--- src/rtl/midi_note_parser.sv ---
// MIDI channel-message byte parser: emits a one-cycle note-on strobe (key/velocity/channel), 1-cycle latency.
// Optional macro MIDI_NOTE_OFF_OUT_EN adds a note_off_valid strobe for 8n and 9n velocity-0 messages.
module midi_note_parser #(
   parameter logic [3:0] CHANNEL = 4'd9,
   parameter logic       OMNI    = 1'b0
) (
   input  logic       clk_100MHz,
   input  logic       rst_n,
   input  logic       byte_valid,
   input  logic [7:0] byte_data,
   output logic       midi_valid,
   output logic [6:0] midi_key,
   output logic [6:0] midi_velocity,
   output logic [3:0] midi_channel,
   output logic [7:0] running_status
`ifdef MIDI_NOTE_OFF_OUT_EN
   ,
   output logic       note_off_valid
`endif
);

   typedef enum logic [2:0] {
      IDLE  = 3'd0,
      DATA1 = 3'd1,
      DATA2 = 3'd2,
      SKIP  = 3'd3,
      SYSEX = 3'd4
   } state_t;

   state_t     state_q, state_d;
   logic [7:0] rs_q, rs_d;
   logic [6:0] key_q, key_d;
   logic [1:0] skip_q, skip_d;
   logic       vld_q, vld_d;
   logic [6:0] okey_q, okey_d;
   logic [6:0] ovel_q, ovel_d;
   logic [3:0] ochan_q, ochan_d;
`ifdef MIDI_NOTE_OFF_OUT_EN
   logic       off_q, off_d;
`endif

   logic one_byte;
   logic chan_ok;
   logic is_note_on;

   assign one_byte   = (rs_q[7:5] == 3'b110);
   assign chan_ok    = OMNI || (rs_q[3:0] == CHANNEL);
   assign is_note_on = (rs_q[7:4] == 4'h9);

   always_comb begin
      state_d = state_q;
      rs_d    = rs_q;
      key_d   = key_q;
      skip_d  = skip_q;
      vld_d   = 1'b0;
      okey_d  = okey_q;
      ovel_d  = ovel_q;
      ochan_d = ochan_q;
`ifdef MIDI_NOTE_OFF_OUT_EN
      off_d   = 1'b0;
`endif
      if (byte_valid) begin
         if (!byte_data[7]) begin
            case (state_q)
               DATA1: begin
                  key_d   = byte_data[6:0];
                  state_d = one_byte ? DATA1 : DATA2;
               end
               DATA2: begin
                  state_d = DATA1;
                  if (chan_ok && is_note_on && (byte_data[6:0] != 7'd0)) begin
                     vld_d   = 1'b1;
                     okey_d  = key_q;
                     ovel_d  = byte_data[6:0];
                     ochan_d = rs_q[3:0];
                  end
`ifdef MIDI_NOTE_OFF_OUT_EN
                  else if (chan_ok && ((rs_q[7:4] == 4'h8) || is_note_on)) begin
                     off_d   = 1'b1;
                     okey_d  = key_q;
                     ovel_d  = byte_data[6:0];
                     ochan_d = rs_q[3:0];
                  end
`endif
               end
               SKIP: begin
                  skip_d = skip_q - 2'd1;
                  if (skip_q == 2'd1) state_d = IDLE;
               end
               default: ;
            endcase
         end else if (byte_data[7:4] != 4'hF) begin
            rs_d    = byte_data;
            state_d = DATA1;
         end else if (!byte_data[3]) begin
            // System common; real-time bytes (F8-FF) fall through untouched
            rs_d = 8'h00;
            case (byte_data[2:0])
               3'd0: state_d = SYSEX;
               3'd1, 3'd3: begin
                  state_d = SKIP;
                  skip_d  = 2'd1;
               end
               3'd2: begin
                  state_d = SKIP;
                  skip_d  = 2'd2;
               end
               default: state_d = IDLE;
            endcase
         end
      end
   end

   always_ff @(posedge clk_100MHz or negedge rst_n) begin
      if (!rst_n) begin
         state_q <= IDLE;
         rs_q    <= 8'h00;
         key_q   <= 7'd0;
         skip_q  <= 2'd0;
         vld_q   <= 1'b0;
         okey_q  <= 7'd0;
         ovel_q  <= 7'd0;
         ochan_q <= 4'd0;
`ifdef MIDI_NOTE_OFF_OUT_EN
         off_q   <= 1'b0;
`endif
      end else begin
         state_q <= state_d;
         rs_q    <= rs_d;
         key_q   <= key_d;
         skip_q  <= skip_d;
         vld_q   <= vld_d;
         okey_q  <= okey_d;
         ovel_q  <= ovel_d;
         ochan_q <= ochan_d;
`ifdef MIDI_NOTE_OFF_OUT_EN
         off_q   <= off_d;
`endif
      end
   end

   assign midi_valid     = vld_q;
   assign midi_key       = okey_q;
   assign midi_velocity  = ovel_q;
   assign midi_channel   = ochan_q;
   assign running_status = rs_q;
`ifdef MIDI_NOTE_OFF_OUT_EN
   assign note_off_valid = off_q;
`endif

endmodule

--- config.mk ---
export PLATFORM = sky130hd
export DESIGN_NAME = midi_note_parser
export DESIGN_NICKNAME = d
export VERILOG_FILES = /design/src/rtl/midi_note_parser.sv
export SDC_FILE = /design/constraint.sdc
export NUM_CORES = 1
export LEC_CHECK = 0
export CAP_MARGIN = 20
export CORE_MARGIN = 10
export CORE_UTILIZATION = 34
export DETAILED_ROUTE_END_ITERATION = 10
export PLACE_DENSITY = 0.65
export SLEW_MARGIN = 20
export SYNTH_ARGS = -nofsm -noshare
export SYNTH_HDL_FRONTEND = slang
export SYNTH_SLANG_ARGS = --single-unit
--- constraint.sdc ---
create_clock -name clk_100MHz -period 4.5 [get_ports clk_100MHz]
set_input_delay 0.45 -clock clk_100MHz [delete_from_list [all_inputs] [get_ports clk_100MHz]]
set_output_delay 0.45 -clock clk_100MHz [all_outputs]
set_load 0.01 [all_outputs]
* Word-level counts from Yosys, hierarchy flattened *
Cells that the tools add are included.
Widths: inputs -> output; s select.

word-level totals
  register bits = 39
  bits of input ports = 11
  output and inout port bits = 27
  logic and storage cells = 58

operators by class
  $add $sub $neg = 1
  equality and inequality tests = 17
  mux-type cells = 18
  bitwise logic cells = 1
  reduce and logical (&&, ||, !) cells = 13

operator list
  operator            count
  $mux 8              2
  $eq 3x2->1 const B  4
  $mux 3              4
  $mux 2              5
  $pmux 3 s3          1
  $eq 4x4->1 const B  2
  $reduce_and 4->1    2
  $reduce_bool 7->1   1
  $eq 3x1->1 const B  2
  $pmux 3 s2          1
  $reduce_and 3->1    2
  $reduce_and 5->1    1
  $mux 1              4
  $ne 2x2->1 const B  2
  $ne 4x4->1 const B  1
  $pmux 2 s2          1
  $reduce_bool 4->1   1
  $eq 3x3->1 const B  1
  $logic_not 3->1     1
  $ne 3x1->1 const B  1
  $ne 3x2->1 const B  1
  $ne 3x3->1 const B  1
  $reduce_or 3->1     1
  $eq 2x1->1 const B  1
  6 further kinds     7

* Longest topological paths before layout *
Gate-level depths: netlist (run 1).

  depth in word-level cells = 7
  depth in mapped cells = 5
  mapped depth without buffers = 5

* Worst setup path after synthesis (run 1) *
No wires, ideal clock.

  path kind = in2reg
  start point = input byte_data[6]
  end point = register okey_q[2] (netlist: midi_key[2])
  library setup time = 0.127 ns
  arrival time = 1.986 ns
  required time = 4.373 ns
  slack = 2.387 ns
  stages = 4
  path buffers = 1
  cells stage by stage = or4_4 > o41ai_4 > buf_6 > mux2_1

on the way
  word-level cells in the longest chain between the ends = 3

ends and longest elaborated chain
  what                        RTL line  source
  from (decl)                 10        input logic [7:0] byte_data,
  $reduce_bool 7->1           71        if (chan_ok && is_note_on && (byte_data[6:0] != 7'd0)) begin
  $logic_and 1x1->1           71
  $reduce_and 4->1 (no line)  --
  to (signal assigned)        133       okey_q <= okey_d;
  to (decl)                   35        logic [6:0] okey_q, okey_d;

Every way passes these cells.
A chain may end at the register's enable or synchronous reset.

* Final worst setup path (run 1) *
  start point = input byte_data[6]
  end point = register okey_q[6] (netlist: midi_key[6])

The elaborated chain is that of the path after synthesis.

==> results of run 1 <==
worst max-delay path, cell delays in order:
cell and delay [ns]:
clkdlybuf4s50_1 0.51, or4_4 0.58, o41ai_4 0.60, buf_4 0.29, mux2_2 0.34
layout by cell type (no fill, tap or decap), types with 3 or more instances in the layout:
cell             count
nor2_1               3
mux2_1               4
inv_1                7
mux2_2              21
nand2_1             15
dfrtp_1             39
clkdlybuf4s50_1     36
clkbuf_8             6
o21ai_0             11
power breakdown:
part / internal [µW] / leakage [µW] / total (µW) / switching (µW)
logic: 105 / 0.000465 / 185 / 80.0
clock network: 120 / 0.0000470 / 236 / 116
registers: 413 / 0.000506 / 453 / 40.5
total: 638 / 0.00102 / 874 / 236
area by class of cell:
type | count | share of cell area, %
tap | 67 | 3.818
inverter | 7 | 1.197
clock buffer | 6 | 3.761
timing repair buffer | 38 | 16.98
multi-input combinational | 83 | 29.57
sequential | 39 | 44.44
clock inverter | 1 | 0.2279
per-stage QoR:
| stage | hold WS (ns) | std cells | total power [µW] | cell area [µm²] | setup slack, ns |
|---|---|---|---|---|---|
| final | 0.2629 | 241 | 874.0 | 2196 | 1.894 |
| after global routing | 0.3348 | 241 | 925.6 | 2196 | 1.751 |
| after CTS | 0.2956 | 240 | 886.2 | 2188 | 1.822 |
| after detailed placement | 0.4600 | 233 | 647.3 | 2101 | 1.520 |
| after global placement | 0.4568 | 233 | 639.4 | 2101 | 1.551 |
| after floorplan | 0.1544 | 136 | 569.0 | 1685 | 2.387 |
cell families after synthesis:
family                   Yosys count
AND/OR/NAND/NOR                   35
AO/OA/AOI/OAI                     21
buffers and inverters             14
adder cells (fa/ha/maj)            1
flip-flops                        39
multiplexers                      26
final timing paths:
kind	start	to	slack [ns]	cells past startpoint
setup / recovery	byte_data[6]	midi_key[6]	1.89	5
setup reg to reg	state_q[0]	midi_key[6]	2.62	5
min in group clk_100MHz	midi_channel[3]	midi_channel[3]	0.48	1
hold reg to reg	midi_channel[3]	midi_channel[3]	0.48	1
max in group asynchronous	rst_n	midi_velocity[0]	3.69	1
hold / removal	rst_n	running_status[5]	0.26	1
sequential cells by signal, summed over array words and instances (netlist names):
register and cells:
key_q 7, midi_channel 4, midi_key 7, midi_valid 1
midi_velocity 7, running_status 8, skip_q 2, state_q 3
layer usage:
layer / part of all wire [%] / up-vias / wire [µm] / global-route usage (%)
met5: 0 / - / 0 / 0
met4: 1.2 / 0 / 44 / 3.714
met3: 5.3 / 4 / 199 / 3.574
met2: 46 / 39 / 1717 / 14.65
met1: 47 / 566 / 1766 / 11.91
li1: - / 553 / - / -
==> results.py, run 1 <==
metrics = {
    "global_routing": {
        "grt_max_degree": 40,
        "grt_use_total_pct": 9.576,
        "antenna_found_initial": 0,
        "grt_pass1_vias": 1221,
        "overflow": 0,
        "grt_pass1_wl_um": 6279,
    },
    "place": {
        "io_buffers": 37,
        "gp_congestion": 0.8373,
        "hpwl_um": 2742,
    },
    "yosys": {
        "async_flop_share_pct": 100.0,
        "synth_seq_cells": 39,
        "synthesis.nets": 148,
        "synth-compound-area-share_pct": 9.131,
        "synth_area_um2": 1685,
        "ys.warnings.count": 0,
        "yosys.area_share.adder_pct": 0.7424,
        "syn_inst": 136,
        "ys.flop_type": "dfrtp_1",
        "synth_top_area_share_pct": 57.91,
        "synth_top_family_by_area": "multiplexers",
        "seq_area_frac_synth_pct": 57.91,
        "synth.most_common_cell": "dfrtp_1",
        "synth-edff-count": 0,
        "yosysUniqueCellTypes": 31,
        "synthMuxAreaShare_pct": 17.30,
        "yosys.area_share.simple_pct": 11.36,
        "synth_area_per_cell_um2": 12.39,
        "synth_common_cells": "39 x dfrtp_1, 21 x mux2_2, 15 x nand2_1",
        "synth-xor-area-share_pct": 0,
        "yosysTopAreaCell": "dfrtp_1",
        "synth.area.top_cells": "dfrtp_1 58%, mux2_2 14%, nand2_1 3.3%, o21ai_0 3.3%, mux2_1 2.7%",
    },
    "finish": {
        "seqCellArea_um2": 975.9,
        "antenna_cells": 0,
        "fin_nets": 186,
        "utilization_pct": 46.18,
        "fill_cells": 438,
        "area_growth_pct": 30.29,
        "multi_input_area_um2": 649.4,
        "final_layout_size_suffix_gt1_share_pct": 19.54,
    },
    "power_and_ir_drop": {
        "leakage_uw": 0.001018,
        "p_per_area_nw_per_um2": 398.0,
        "vdd_drop_max_uv": 171.2,
    },
    "die": {
        "coreArea_um2": 4755,
        "initial_core_util_pct": 35.45,
        "die_h_um": 90.41,
        "die-area_um2": 8173,
        "io_pins": 38,
        "die_x_um": 90.41,
        "rows": 25,
    },
    "sta": {
        "min_period_over_period_pct": 57.92,
        "max_freq_mhz": 383.7,
        "finalMaxSlewViolations": 0,
        "finalSetupViolCount": 0,
        "max_slew_margin_pct": 43.11,
        "fin_crit_ns": 2.606,
        "skew_ns": 0.008511,
        "worstMarginPinSlew_ns": 0.8533,
        "rsz0062_at_grt": "no",
        "tns_ns": 0,
        "hold_violations": 0,
    },
    "detailed_routing": {
        "routed_via_density": 4.822,
        "dr.pass1.iters": 4,
        "ant_nets": 0,
        "totalWireLength_um": 3728,
        "wl_per_cell_um": 15.47,
        "drt_iter0_drc": 73,
        "via_count": 1162,
        "drc_errors": 0,
    },
    "clock_network": {
        "cts_hold_buf": 0,
        "path_clk_slew_ns": 0.08,
        "cts.sinks": 39,
        "cts_root_buf": "clkbuf_8",
        "numCtsBuffers": 5,
        "clock_latency_ns": 0.29,
        "cts_setup_buffers": 0,
        "clock_path_buffers": 2,
        "cts_resized": 0,
        "tritoncts": "yes",
        "cts_max_level": 2,
    },
    "run_status": {
        "status": "finished clean",
    },
    "critical_path": {
        "crit_arrival_ns": 2.77,
        "worstPathRequired_ns": 4.67,
        "path_max_fanout": 13,
        "critPathKind": "primary input to flop",
        "start_kind": "primary input",
        "setup.worst_path.end_class": "flop",
    },
    "job": {
        "drv_cap": 0,
    },
    "hold_path": {
        "hold_class": "primary input to asynchronous set/reset pin",
    },
}
(Power assumes the default switching activity.)
==> inputs of run 2 (changes only) <==
==> constraint.sdc (replaced) <==
create_clock -name clk_100MHz -period 2.5 [get_ports clk_100MHz]
set_input_delay 0.25 -clock clk_100MHz [delete_from_list [all_inputs] [get_ports clk_100MHz]]
set_output_delay 0.25 -clock clk_100MHz [all_outputs]
set_load 0.01 [all_outputs]
==> run 2 against run 1 <==
Against the previous run:
- clock power rose to 2.5 times the previous value
- clock skew fell by 0.0028 ns
- sequential cell count unchanged
- non-clock buffer count up 7
- routed wire length rose by 1.2%
- largest cell class unchanged
- highest routed layer unchanged
==> results.py, run 2 (synthesis gave the netlist of run 1 again) <==
metrics = {
    "power_and_ir_drop": {
        "p_per_area_nw_per_um2": 765.6,
        "vdd_drop_max_uv": 275.9,
        "leakage_uw": 0.001069,
    },
    "global_routing": {
        "met3_usage_pct": 3.076,
        "grt_max_degree": 40,
        "met1_usage_pct": 11.05,
        "grt_pass1_vias": 1272,
        "met2_usage_pct": 14.95,
        "grt.busiest_layer": "met2",
        "antenna_found_initial": 0,
        "grt_pass1_wl_um": 6279,
        "overflow": 0,
        "grt_use_total_pct": 9.343,
    },
    "clock_network": {
        "cts_max_level": 2,
        "cts_setup_buffers": 0,
        "clock_latency_ns": 0.28,
        "cts.sinks": 39,
        "path_clk_slew_ns": 0.07,
        "cts_hold_buf": 0,
        "cts_root_buf": "clkbuf_8",
        "clock_path_buffers": 2,
        "cts_resized": 0,
        "numCtsBuffers": 5,
        "tritoncts": "yes",
    },
    "critical_path": {
        "slowest_stage": "or4_4",
        "r2r_start": "state_q[0]",
        "path_max_fanout": 15,
        "critPathMaxStageDelay_ns": 0.56,
        "cp-endpoint": "midi_velocity[5]",
        "start_kind": "primary input",
        "setup.worst_path.end_class": "flop",
        "critPathBufInv": 2,
        "worstRegToRegCells": 5,
        "rrSetupSlack_ns": 0.72,
        "startpoint": "byte_data[6]",
        "cp_top_family": "buffers and inverters",
        "worst-path-stages": 5,
        "crit_arrival_ns": 2.08,
        "worstPathRequired_ns": 2.67,
        "cp_cell_sequence": "clkdlybuf4s50_1 > or4_4 > o41ai_4 > buf_4 > mux2_2",
        "critPathKind": "primary input to flop",
        "r2r-end": "midi_key[3]",
    },
    "detailed_routing": {
        "routed_via_density": 4.719,
        "drc_errors": 0,
        "drt_iter0_drc": 75,
        "totalWireLength_um": 3771,
        "via_count": 1175,
        "dr.pass1.iters": 4,
        "wl_per_cell_um": 15.14,
        "ant_nets": 0,
    },
    "sta": {
        "fin_crit_ns": 1.914,
        "rsz0062_at_grt": "no",
        "finalSetupViolCount": 0,
        "fin_ws_ns": 0.5856,
        "min_period_over_period_pct": 76.58,
        "hold_violations": 0,
        "skew_ns": 0.005725,
        "max_freq_mhz": 522.4,
        "finalMaxSlewViolations": 0,
        "worstMarginPinSlew_ns": 0.8274,
        "tns_ns": 0,
        "fin_hold_ws_ns": 0.06308,
        "max_slew_margin_pct": 44.84,
    },
    "die": {
        "die-area_um2": 8173,
        "die_h_um": 90.41,
        "rows": 25,
        "die_x_um": 90.41,
        "coreArea_um2": 4755,
        "io_pins": 38,
        "initial_core_util_pct": 35.45,
    },
    "place": {
        "placed_area_um2": 2161,
        "gp_congestion": 0.8079,
        "hpwl_um": 2865,
        "io_buffers": 37,
        "post-place-ws_ns": 0.3022,
    },
    "finish": {
        "fill_cells": 436,
        "largest_reg_flops": 8,
        "fin_nets": 193,
        "fin_area_um2": 2293,
        "antenna_cells": 0,
        "final_cell_mix": "39 x dfrtp_1, 36 x clkdlybuf4s50_1, 21 x mux2_2",
        "final_layout_size_suffix_gt1_share_pct": 22.53,
        "layout_commonest_cell": "dfrtp_1",
        "area_growth_pct": 36.08,
    },
    "run_status": {
        "status": "finished clean",
    },
    "job": {
        "drv_cap": 0,
    },
    "hold_path": {
        "hold_class": "primary input to asynchronous set/reset pin",
    },
}
## run 2: changes by cell type in the layout (fill, tap and decap cells not counted)
cell / delta
buf_4: +7
bufinv_16: +2
clkbuf_1: +1
clkbuf_8: -1
clkinv_2: -1
## run 2: per-stage QoR
stage                     total power (µW)  cells  util [%]
after floorplan                       1024    136         -
after global placement                1155    241     45.45
after detailed placement              1173    241     45.45
after CTS                             1779    249     48.24
after global routing                  1857    249     48.24
final                                 1756    249     48.24
## run 2: layout make-up
type / count / area [µm²] / share of cell area, %
clock buffer: 6 / 72.57 / 3.164
clock inverter: 2 / 60.06 / 2.619
inverter: 7 / 26.28 / 1.146
multi-input combinational: 83 / 649.4 / 28.31
sequential: 39 / 975.9 / 42.55
tap: 67 / 83.83 / 3.655
timing repair buffer: 45 / 425.4 / 18.55
## run 2: power breakdown
group          internal [µW]  switching, µW  total, µW
clock network            399            200        599
logic                    193            148        341
registers                743           72.7        816
## run 2: worst min path at each step
stage	start	endpoint	slack, ns
after global placement	rst_n	state_q[1]	0.39
after CTS	rst_n	running_status[7]	0.09
after global routing	rst_n	state_q[2]	0.13
after detailed placement	rst_n	state_q[2]	0.40
after floorplan	rst_n	key_q[0]	-0.05
final	rst_n	state_q[2]	0.06
## run 2: routing by layer
metal / routed length (µm) / share of wire, %
met5: 0 / 0
met4: 43 / 1.1
met3: 198 / 5.3
met2: 1833 / 49
met1: 1695 / 45
==> inputs of run 3 (changes only) <==
==> constraint.sdc (replaced) <==
create_clock -name clk_100MHz -period 1.9 [get_ports clk_100MHz]
set_input_delay 0.19 -clock clk_100MHz [delete_from_list [all_inputs] [get_ports clk_100MHz]]
set_output_delay 0.19 -clock clk_100MHz [all_outputs]
set_load 0.01 [all_outputs]
==> run 3 against run 2 <==
Against the previous run:
- hold slack worse by 0.055 ns
- final area up 4.0%
- clock skew down 0.00051 ns
- largest cell class unchanged
- largest power group unchanged
- highest routed layer unchanged
==> results.py, run 3 (synthesis gave the netlist of run 1 again) <==
metrics = {
    "run_status": {
        "status": "finished clean",
    },
    "sta": {
        "max_freq_mhz": 542.4,
        "fin_ws_ns": 0.05648,
        "min_period_over_period_pct": 97.03,
        "max_slew_margin_pct": 43.24,
        "finalSetupViolCount": 0,
        "fin_crit_ns": 1.844,
        "worstMarginPinSlew_ns": 0.8514,
        "skew_ns": 0.005212,
        "rsz0062_at_grt": "no",
        "finalMaxSlewViolations": 0,
        "hold_violations": 0,
    },
    "global_routing": {
        "grt_use_total_pct": 10.10,
        "grt_pass1_wl_um": 6741,
        "grt_max_degree": 40,
        "grt_pass1_vias": 1312,
        "overflow": 0,
        "met2_usage_pct": 16.16,
        "antenna_found_initial": 0,
        "met3_usage_pct": 3.242,
        "grt.busiest_layer": "met2",
        "met1_usage_pct": 12.22,
    },
    "detailed_routing": {
        "routed_via_density": 4.784,
        "dr.pass1.iters": 4,
        "ant_nets": 0,
        "via_count": 1239,
        "wl_per_cell_um": 15.40,
        "totalWireLength_um": 3989,
        "drt_iter0_drc": 66,
        "drc_errors": 0,
    },
    "finish": {
        "area_growth_pct": 41.50,
        "largest_reg_flops": 8,
        "fin_nets": 203,
        "utilization_pct": 50.16,
        "final_layout_size_suffix_gt1_share_pct": 27.08,
        "antenna_cells": 0,
        "fin_cells": 259,
        "layout_commonest_cell": "dfrtp_1",
        "final_cell_mix": "39 x dfrtp_1, 36 x clkdlybuf4s50_1, 21 x mux2_2",
    },
    "critical_path": {
        "critPathBufInv": 2,
        "crit_arrival_ns": 2.01,
        "setup.worst_path.end_class": "flop",
        "cp_cell_sequence": "clkdlybuf4s50_1 > or4_4 > o41ai_4 > buf_12 > mux2_2",
        "cp_top_family": "buffers and inverters",
        "worstPathRequired_ns": 2.07,
        "critPathMaxStageDelay_ns": 0.57,
        "critPathKind": "primary input to flop",
        "slowest_stage": "or4_4",
        "path_max_fanout": 15,
        "start_kind": "primary input",
    },
    "power_and_ir_drop": {
        "vdd_drop_max_uv": 323.8,
        "power_frac_clock_pct": 34.5,
        "p_int_uw": 1771,
        "p_comb_share_pct": 19.8,
        "p_per_area_nw_per_um2": 989.0,
        "leakage_uw": 0.001122,
        "pwr-share-seq_pct": 45.7,
        "p_sw_uw": 587.6,
        "swShare_pct": 24.91,
    },
    "clock_network": {
        "numCtsBuffers": 5,
        "cts_hold_buf": 0,
        "cts_root_buf": "clkbuf_8",
        "cts_max_level": 2,
        "tritoncts": "yes",
        "path_clk_slew_ns": 0.08,
        "cts_setup_buffers": 0,
        "cts.sinks": 39,
        "clock_path_buffers": 2,
        "clock_latency_ns": 0.28,
        "cts_resized": 0,
    },
    "die": {
        "initial_core_util_pct": 35.45,
        "coreArea_um2": 4755,
        "io_pins": 38,
        "rows": 25,
        "die_x_um": 90.41,
        "die_h_um": 90.41,
        "die-area_um2": 8173,
    },
    "hold_path": {
        "hold_class": "primary input to asynchronous set/reset pin",
    },
    "place": {
        "gp_congestion": 0.8639,
        "hpwl_um": 2995,
        "post-place-ws_ns": -0.2342,
        "place_inst": 251,
        "io_buffers": 37,
    },
    "job": {
        "drv_cap": 0,
    },
}
## run 3: area by class of cell
class / count / area, µm²
Multi-Input combinational cell: 83 / 649.4
Clock buffer: 5 / 68.82
Sequential cell: 39 / 975.9
Fill cell: 450 / 2370
Timing Repair Buffer: 55 / 513.0
Tap cell: 67 / 83.83
Inverter: 7 / 26.28
Clock inverter: 3 / 67.56
## run 3: power by group through the flow
stage / combinational (µW) / sequential, µW / clock (µW)
detailed placement: 473 / 1100 / 0
floorplan: 270 / 1080 / 0
finish: 468 / 1080 / 813
global placement: 459 / 1080 / 0
global route: 528 / 1100 / 874
CTS: 476 / 1080 / 834
## run 3: path summary, 6_finish.rpt
path                            startpoint               end  slack (ns)  cells after the start
setup / recovery              byte_data[6]  midi_velocity[6]        0.06                      5
hold / removal                       rst_n        state_q[0]       0.008                      1
setup reg to reg                state_q[0]       midi_key[3]        0.14                      5
hold reg to reg            midi_channel[0]   midi_channel[0]        0.48                      1
max in group asynchronous            rst_n       midi_key[1]        1.36                      1
min in group clk_100MHz    midi_channel[0]   midi_channel[0]        0.48                      1
## run 3: per-layer routing
metal	routed length [µm]	up-vias
li1	-	586
met1	1821	615
met2	1927	36
met3	196	2
met4	43	0
met5	0	-
## run 3: metrics by stage
step | hold slack [ns] | power [µW] | TNS (ns) | instance area (µm²)
after floorplan | -0.1056 | 1348 | 0 | 1685
after global placement | 0.3324 | 1539 | -2.573 | 2248
after detailed placement | 0.3538 | 1568 | -3.374 | 2248
after CTS | 0.04431 | 2390 | 0 | 2385
after global routing | 0.06779 | 2504 | 0 | 2385
final | 0.008285 | 2359 | 0 | 2385
